--- src/rtl/bounce_generator.sv ---
// Contact-bounce emulator: turns each accepted level change on signal_in into a burst of
// alternating segments before settling. Define BOUNCE_LFSR_EN for pseudo-random segment widths.
module bounce_generator #(
  parameter int unsigned BOUNCE_PAIRS = 3,
  parameter int unsigned BASE_WIDTH   = 2,
  parameter int unsigned WIDTH_STEP   = 1,
  parameter int unsigned CNT_W        = 16
) (
  input  logic clk,
  input  logic rst,
  input  logic signal_in,
  output logic signal_out,
  output logic busy,
  output logic done
);

  typedef enum logic {IDLE, BOUNCE} state_e;

  localparam int unsigned      LAST_SEG = (BOUNCE_PAIRS == 0) ? 0 : 2 * BOUNCE_PAIRS - 1;
  localparam logic [CNT_W-1:0] SEG_LAST = CNT_W'(LAST_SEG);
  localparam logic [CNT_W-1:0] BASE_M1  = CNT_W'(BASE_WIDTH - 1);

  state_e           state_q;
  logic             target_q;
  logic             out_q;
  logic             busy_q;
  logic             done_q;
  logic [CNT_W-1:0] seg_q;
  logic [CNT_W-1:0] cnt_q;
  // Counter reload values (segment width minus one) for the first and the following segment.
  logic [CNT_W-1:0] first_w_d;
  logic [CNT_W-1:0] next_w_d;

`ifdef BOUNCE_LFSR_EN
  logic [15:0] lfsr_q;
  logic [15:0] lfsr_d;
  logic        seg_start_d;

  always_comb begin
    lfsr_d      = {lfsr_q[14:0], lfsr_q[15] ^ lfsr_q[13] ^ lfsr_q[12] ^ lfsr_q[10]};
    first_w_d   = BASE_M1 + CNT_W'(lfsr_q[3:0]);
    next_w_d    = first_w_d;
    seg_start_d = ((state_q == IDLE) && (signal_in != out_q) && (BOUNCE_PAIRS != 0)) ||
                  ((state_q == BOUNCE) && (cnt_q == '0) && (seg_q != SEG_LAST));
  end

  always_ff @(posedge clk) begin
    if (rst) begin
      lfsr_q <= 16'hACE1;
    end else if (seg_start_d) begin
      lfsr_q <= lfsr_d;
    end
  end
`else
  logic [CNT_W-1:0] width_q;

  always_comb begin
    first_w_d = BASE_M1;
    next_w_d  = width_q + CNT_W'(WIDTH_STEP);
  end

  // Tracks the reload value of the running segment so the ramp needs only an adder.
  always_ff @(posedge clk) begin
    if (rst) begin
      width_q <= '0;
    end else if (state_q == IDLE) begin
      width_q <= BASE_M1;
    end else if (cnt_q == '0) begin
      width_q <= next_w_d;
    end
  end
`endif

  always_ff @(posedge clk) begin
    if (rst) begin
      state_q  <= IDLE;
      target_q <= 1'b0;
      out_q    <= 1'b0;
      busy_q   <= 1'b0;
      done_q   <= 1'b0;
      seg_q    <= '0;
      cnt_q    <= '0;
    end else begin
      done_q <= 1'b0;
      case (state_q)
        IDLE: begin
          if (signal_in != out_q) begin
            out_q <= signal_in;
            if (BOUNCE_PAIRS == 0) begin
              done_q <= 1'b1;
            end else begin
              target_q <= signal_in;
              seg_q    <= '0;
              cnt_q    <= first_w_d;
              busy_q   <= 1'b1;
              state_q  <= BOUNCE;
            end
          end
        end
        BOUNCE: begin
          if (cnt_q != '0) begin
            cnt_q <= cnt_q - 1'b1;
          end else if (seg_q == SEG_LAST) begin
            out_q   <= target_q;
            busy_q  <= 1'b0;
            done_q  <= 1'b1;
            state_q <= IDLE;
          end else begin
            // Even segments carry the target level, odd ones its complement.
            seg_q <= seg_q + 1'b1;
            cnt_q <= next_w_d;
            out_q <= target_q ^ ~seg_q[0];
          end
        end
        default: state_q <= IDLE;
      endcase
    end
  end

  assign signal_out = out_q;
  assign busy       = busy_q;
  assign done       = done_q;

endmodule

--- config.mk ---
export PLATFORM = sky130hd
export DESIGN_NAME = bounce_generator
export DESIGN_NICKNAME = d
export VERILOG_FILES = /design/src/rtl/bounce_generator.sv
export SDC_FILE = /design/constraint.sdc
export NUM_CORES = 1
export LEC_CHECK = 0
export BUFFER_PORTS_ARGS = -buffer_cell sky130_fd_sc_hd__buf_2
export CORE_MARGIN = 4
export CORE_UTILIZATION = 40
export DETAILED_ROUTE_END_ITERATION = 7
export PLACE_DENSITY = 0.63
export SYNTH_ARGS = -nofsm -noshare
export SYNTH_HDL_FRONTEND = slang
export SYNTH_SLANG_ARGS = --single-unit
--- constraint.sdc ---
create_clock -name clk -period 5.38 [get_ports clk]
set_clock_uncertainty 0.2 [all_clocks]
set_input_delay 0.269 -clock clk [delete_from_list [all_inputs] [get_ports clk]]
set_output_delay 0.269 -clock clk [all_outputs]
set_load 0.01 [all_outputs]
==> impl_metrics.ini, run 1 <==
[run_status]
status = completed

[worst_setup_path]
cp-start-kind = flop
cp_top_family = simple AND/OR/NAND/NOR gates
ff2ff_setup_slack_ns = 2.52
cp.arrival_ns = 2.92
crit_path_top_delay_cell = and4_1
slowest_delay_ns = 0.43
r2r_start = cnt_q[0]$_SDFFE_PP0P_
worst-r2r-cell-count = 8
r2r-end = cnt_q[12]$_SDFFE_PP0P_
crit_chain = inv_1, ha_1, nor4b_2, and4_1, buf_4, a21boi_1, nor2_1, a221o_1
required_ns = 5.44
crit_type = flop to flop
cp_num_buf_inv = 2
crit_fanout = 21
end_kind = flop

[sta]
fmax_mhz = 350
worst_pin_slew_ns = 0.849
period_minus_slack_ns = 2.86
whs_ns = 0.0243
setup_viol = 0
fin_tns_setup_ns = 0
rsz0062_at_grt = no
maxSlewHeadroom = 0.434
final_max_slew_viol_count = 0
period_share = 0.531
hold_viol_final = 0

[logic_synthesis]
synth_adder_area_share = 0.0206
ys_async_sr_fraction = 0
synth_area_per_cell_um2 = 8.02
synth_edf_count = 0
synth_top_cell_by_area = dfxtp_1
synth_warnings = 0
yosysTopAreaCellShare = 0.349
synth_seq_area_share = 0.349
syn_nets = 387
yosys-top-cells-count = dfxtp_1, nor2_1, nand2_1
syn_inst = 379
netlist_area_um2 = 3040
ys_ff_latch = 53
synth_xor_area_frac = 0.130
muxShareOfSynthArea = 0.00741
synthFlopType = dfxtp_1
synthSimpleGateAreaFrac = 0.323
synth_compound_area_frac = 0.125
ys_top_cells_by_area = dfxtp_1, xor2_1, nor2_1
ys_types = 50
synth_top_family_by_area = simple AND/OR/NAND/NOR gates
yosysMostFrequentCell = dfxtp_1

[placed_design]
dpl.cell_count = 459
portBuffers = 5
gp_congestion = 0.865
hpwl_mm = 5.04

[clock_network]
root_buffer = clkbuf_8
htreeDepth = 2
tritoncts = built
insertion_delay_ns = 0.32
ctsHoldBuffers = 0
cts_resized = 0
numCtsBuffers = 5
clockBufferDepth = 2
post_cts_buffers = 0
clk_pin_slew_ns = 0.09
clock_sinks = 53

[power]
powerDensity_nw_per_um2 = 647
ir_drop_uv = 371
leakage_nw = 1.06

[routing]
drt-pass1-iter-count = 5
drcViolationCount = 0
routed_wl_mm = 7.14
vias = 2710
ant_nets = 0
post_drt_via_cell_ratio = 5.80
drt_iter0_drc = 189
post_drt_wl_per_cell_um = 15.3

[global_routing]
grt_usage = 0.173
grt_pass1_vias = 2547
grt_overflow = 0
grt_max_degree = 22
antenna_found_initial = 0
grt_first_pass_wirelength_mm = 12.4

[final_layout]
fin_cells = 467
syn_to_final_growth_pct = 4.82
drive_gt1_frac = 0.0571
fin_nets = 375
n_antenna_cell = 0

[floorplanning]
rows = 31
core_um2 = 7330
initial_utilization = 0.415
pin_count = 6
die_w_um = 95.2
die_h_um = 95.2
dieArea_um2 = 9060

[hold_path]
holdPathEnd = target_q$_SDFFE_PP0P_
min_from = signal_in
hold_class = input pin to flop
min_delay_path_depth = 3

[flow_run]
maxCapViolCount = 0
layer usage:
| layer | GRT usage | share of wire | routed length [um] | up-vias |
|---|---|---|---|---|
| li1 | - | - | - | 1342 |
| met1 | 0.231 | 0.47 | 3380 | 1300 |
| met2 | 0.271 | 0.47 | 3320 | 55 |
| met3 | 0.0371 | 0.038 | 268 | 13 |
| met4 | 0.0709 | 0.024 | 170 | 0 |
| met5 | 0 | 0 | 0 | - |
flip-flops by register name (all words and copies together) (netlist names):
| register | count |
|---|---|
| width_q | 16 |
| target_q | 1 |
| done | 1 |
| state_q | 1 |
| signal_out | 1 |
| busy | 1 |
| cnt_q | 16 |
| seg_q | 16 |
report_power, final:
part           total (mW)  leakage (nW)  internal [mW]  switching, mW
clock network       0.251        0.0542          0.117          0.134
logic                1.23         0.575          0.437          0.790
registers           0.585         0.429          0.463          0.122
worst max-delay path by stage:
stage / start / to / cells after the start
4_1_cts: cnt_q[0]$_SDFFE_PP0P_ / cnt_q[12]$_SDFFE_PP0P_ / 8
6_report: cnt_q[0]$_SDFFE_PP0P_ / cnt_q[12]$_SDFFE_PP0P_ / 8
3_5_place_dp: cnt_q[0]$_SDFFE_PP0P_ / cnt_q[12]$_SDFFE_PP0P_ / 8
5_1_grt: cnt_q[0]$_SDFFE_PP0P_ / cnt_q[10]$_SDFFE_PP0P_ / 7
2_1_floorplan: seg_q[1]$_SDFFE_PP0P_ / cnt_q[12]$_SDFFE_PP0P_ / 8
3_3_place_gp: state_q$_SDFF_PP0_ / cnt_q[11]$_SDFFE_PP0P_ / 4
tightest hold or removal path, cell delays in order:
cell     delay, ns
buf_2         0.11
nand2_1       0.06
a21oi_1       0.05
per-stage QoR:
step / setup slack [ns] / power, mW / util / instance area, um2
global placement: 2.65 / 1.80 / 0.421 / 3080
detailed placement: 2.53 / 1.79 / 0.421 / 3080
CTS: 2.50 / 2.05 / 0.435 / 3190
floorplan: 3.20 / 1.58 / - / 3040
finish: 2.52 / 2.06 / 0.435 / 3190
global route: 2.21 / 2.24 / 0.435 / 3190
layout make-up:
cell class	count	area, um2
clock buffers	7	96.3
fillers	747	4150
well taps	99	124
repair buffers	6	32.5
multi-input cells	294	1840
flip-flops and latches	53	1060
clock inverters	1	5.00
inverters	7	26.3
logic make-up after synthesis:
kind of cell               after synthesis
buffers and inverters                   32
DFF                                     53
muxes                                    2
and+or+nand+nor                        185
xor gates and xnor gates                45
adders and majority gates                5
AOI/OAI and AO/OA                       57
layout by cell type, fill, tap and decap left out, types with 4 or more instances in the layout:
cell type  count
or4_1          4
clkbuf_8       7
nand3_1       22
inv_1          7
nor3_1        15
nor2_1        45
or3_1          7
nor4_1         9
xnor2_1       17
buf_2          5
xor2_1        28
a21oi_1       17
nand4_1       23
dfxtp_1       53
o21ai_0       11
and4_1         5
nand2_1       35
ha_1           5
Power figures use the tool's default switching activity.
==> run 2: changes to the inputs <==
- clock period: 5.38 -> 2.68 ns (I/O delays scaled with it)
==> run 2 against run 1 <==
Net effect:
- combinational power rose by 120%
- non-clock buffer count increased by 15
- clock-buffer cell count decreased by 1
- sequential cell count is the same
- sequential share of layout area is 1.0 points lower
- register-to-register slack worse by 2.3 ns
- clock power increased by 75%
- worst setup slack worse by 2.3 ns
- first-iteration DRC count shrank 11%
- cell area up 3.2%
- critical endpoint is now cnt_q[14]$_SDFFE_PP0P_
- largest cell class unchanged
- largest power group unchanged
- highest routed layer unchanged
==> impl_metrics.ini, run 2 (same netlist as run 1, synthesis figures left out) <==
[routing]
routed_wl_mm = 7.40
vias = 2735
post_drt_wl_per_cell_um = 15.3
ant_nets = 0
drcViolationCount = 0
drt-pass1-iter-count = 5
drt_iter0_drc = 169
post_drt_via_cell_ratio = 5.67

[sta]
maxSlewHeadroom = 0.600
fin_tns_setup_ns = 0
fmax_mhz = 413
period_minus_slack_ns = 2.42
hold_viol_final = 0
rsz0062_at_grt = no
period_share = 0.903
final_max_slew_viol_count = 0
final.setup.worst_slack_ns = 0.261
setup_viol = 0
worst_pin_slew_ns = 0.595

[final_layout]
syn_to_final_growth_pct = 8.15
final_common_cell = dfxtp_1
fin_nets = 390
reg_top3 = cnt_q x16, seg_q x16, width_q x16
fin_util = 0.448
drive_gt1_frac = 0.0836
fin_cells = 482
layout_common_cells = dfxtp_1, nor2_1, nand2_1, xor2_1, nand4_1
n_antenna_cell = 0

[worst_setup_path]
end_kind = flop
crit_type = flop to flop
crit_fanout = 6
cp-start-kind = flop
required_ns = 2.68
cp.arrival_ns = 2.42

[global_routing]
grt_overflow = 0
antenna_found_initial = 0
grt_pass1_vias = 2516
grt_first_pass_wirelength_mm = 12.4
use_met2 = 0.276
grt_usage = 0.172
busiest_layer = met2
use_met1 = 0.235
gr-usage-met3 = 0.0276
grt_max_degree = 26

[clock_network]
numCtsBuffers = 5
insertion_delay_ns = 0.30
clock_sinks = 53
root_buffer = clkbuf_8
htreeDepth = 2
clockBufferDepth = 2
post_cts_buffers = 0
clk_pin_slew_ns = 0.09
tritoncts = built

[placed_design]
hpwl_mm = 5.32
dpl.cell_count = 471
gp_congestion = 0.885
place_ws_ns = 0.267
portBuffers = 5

[flow_run]
maxCapViolCount = 0

[floorplanning]
rows = 31
core_um2 = 7330
initial_utilization = 0.415
dieArea_um2 = 9060
pin_count = 6
die_w_um = 95.2
die_h_um = 95.2

[power]
leakage_nw = 1.12
ir_drop_uv = 766
power_mw = 4.32
powerDensity_nw_per_um2 = 1310

[run_status]
status = completed

[hold_path]
hold_class = flop to flop
run 2: report_power, final:
group	leakage, nW	switching, mW	total, mW	internal (mW)
logic	0.647	1.71	2.73	1.02
registers	0.429	0.223	1.15	0.929
clock network	0.0450	0.257	0.439	0.182
run 2: timing repair:
| action | in CTS | in global routing |
|---|---|---|
| hold buffers | 3 | 0 |
| gates resized for setup | 0 | 0 |
| hold endpoints to repair | 6 | 0 |
run 2: cell type report:
cell class / instances / area, um2
tap: 99 / 124
inverter: 7 / 26.3
sequential: 53 / 1060
clock buffer: 6 / 72.6
timing repair buffer: 21 / 153
clock inverter: 2 / 10.0
multi-input combinational: 294 / 1840
fill: 727 / 4040
run 2: through the flow:
step	hold WS, ns	cell area [um2]
final	0.303	3290
after global routing	0.327	3290
after CTS	0.303	3290
after detailed placement	0.217	3170
after global placement	0.207	3170
after floorplan	0.0700	3040
run 2: critical path: stages, from the launching register on:
cell and delay [ns]:
dfxtp_1 0.47, ha_1 0.31, nand4_1 0.22, nor4_1 0.42, xor2_1 0.19, a221o_1 0.32, a22o_1 0.19
run 2: final timing paths:
kind	startpoint	to	slack, ns	depth (start not counted)
worst max register to register	width_q[0]$_SDFFE_PP0P_	cnt_q[14]$_SDFFE_PP0P_	0.26	6
worst min register to register	cnt_q[1]$_SDFFE_PP0P_	cnt_q[1]$_SDFFE_PP0P_	0.30	2
worst max-delay path	width_q[0]$_SDFFE_PP0P_	cnt_q[14]$_SDFFE_PP0P_	0.26	6
worst min-delay path	cnt_q[1]$_SDFFE_PP0P_	cnt_q[1]$_SDFFE_PP0P_	0.30	2
run 2: layer usage:
metal,wire [um],vias to the layer above,part of all wire
met5,0,-,0
li1,-,1376,-
met1,3470,1278,0.47
met4,122,0,0.016
met3,307,10,0.041
met2,3490,71,0.47
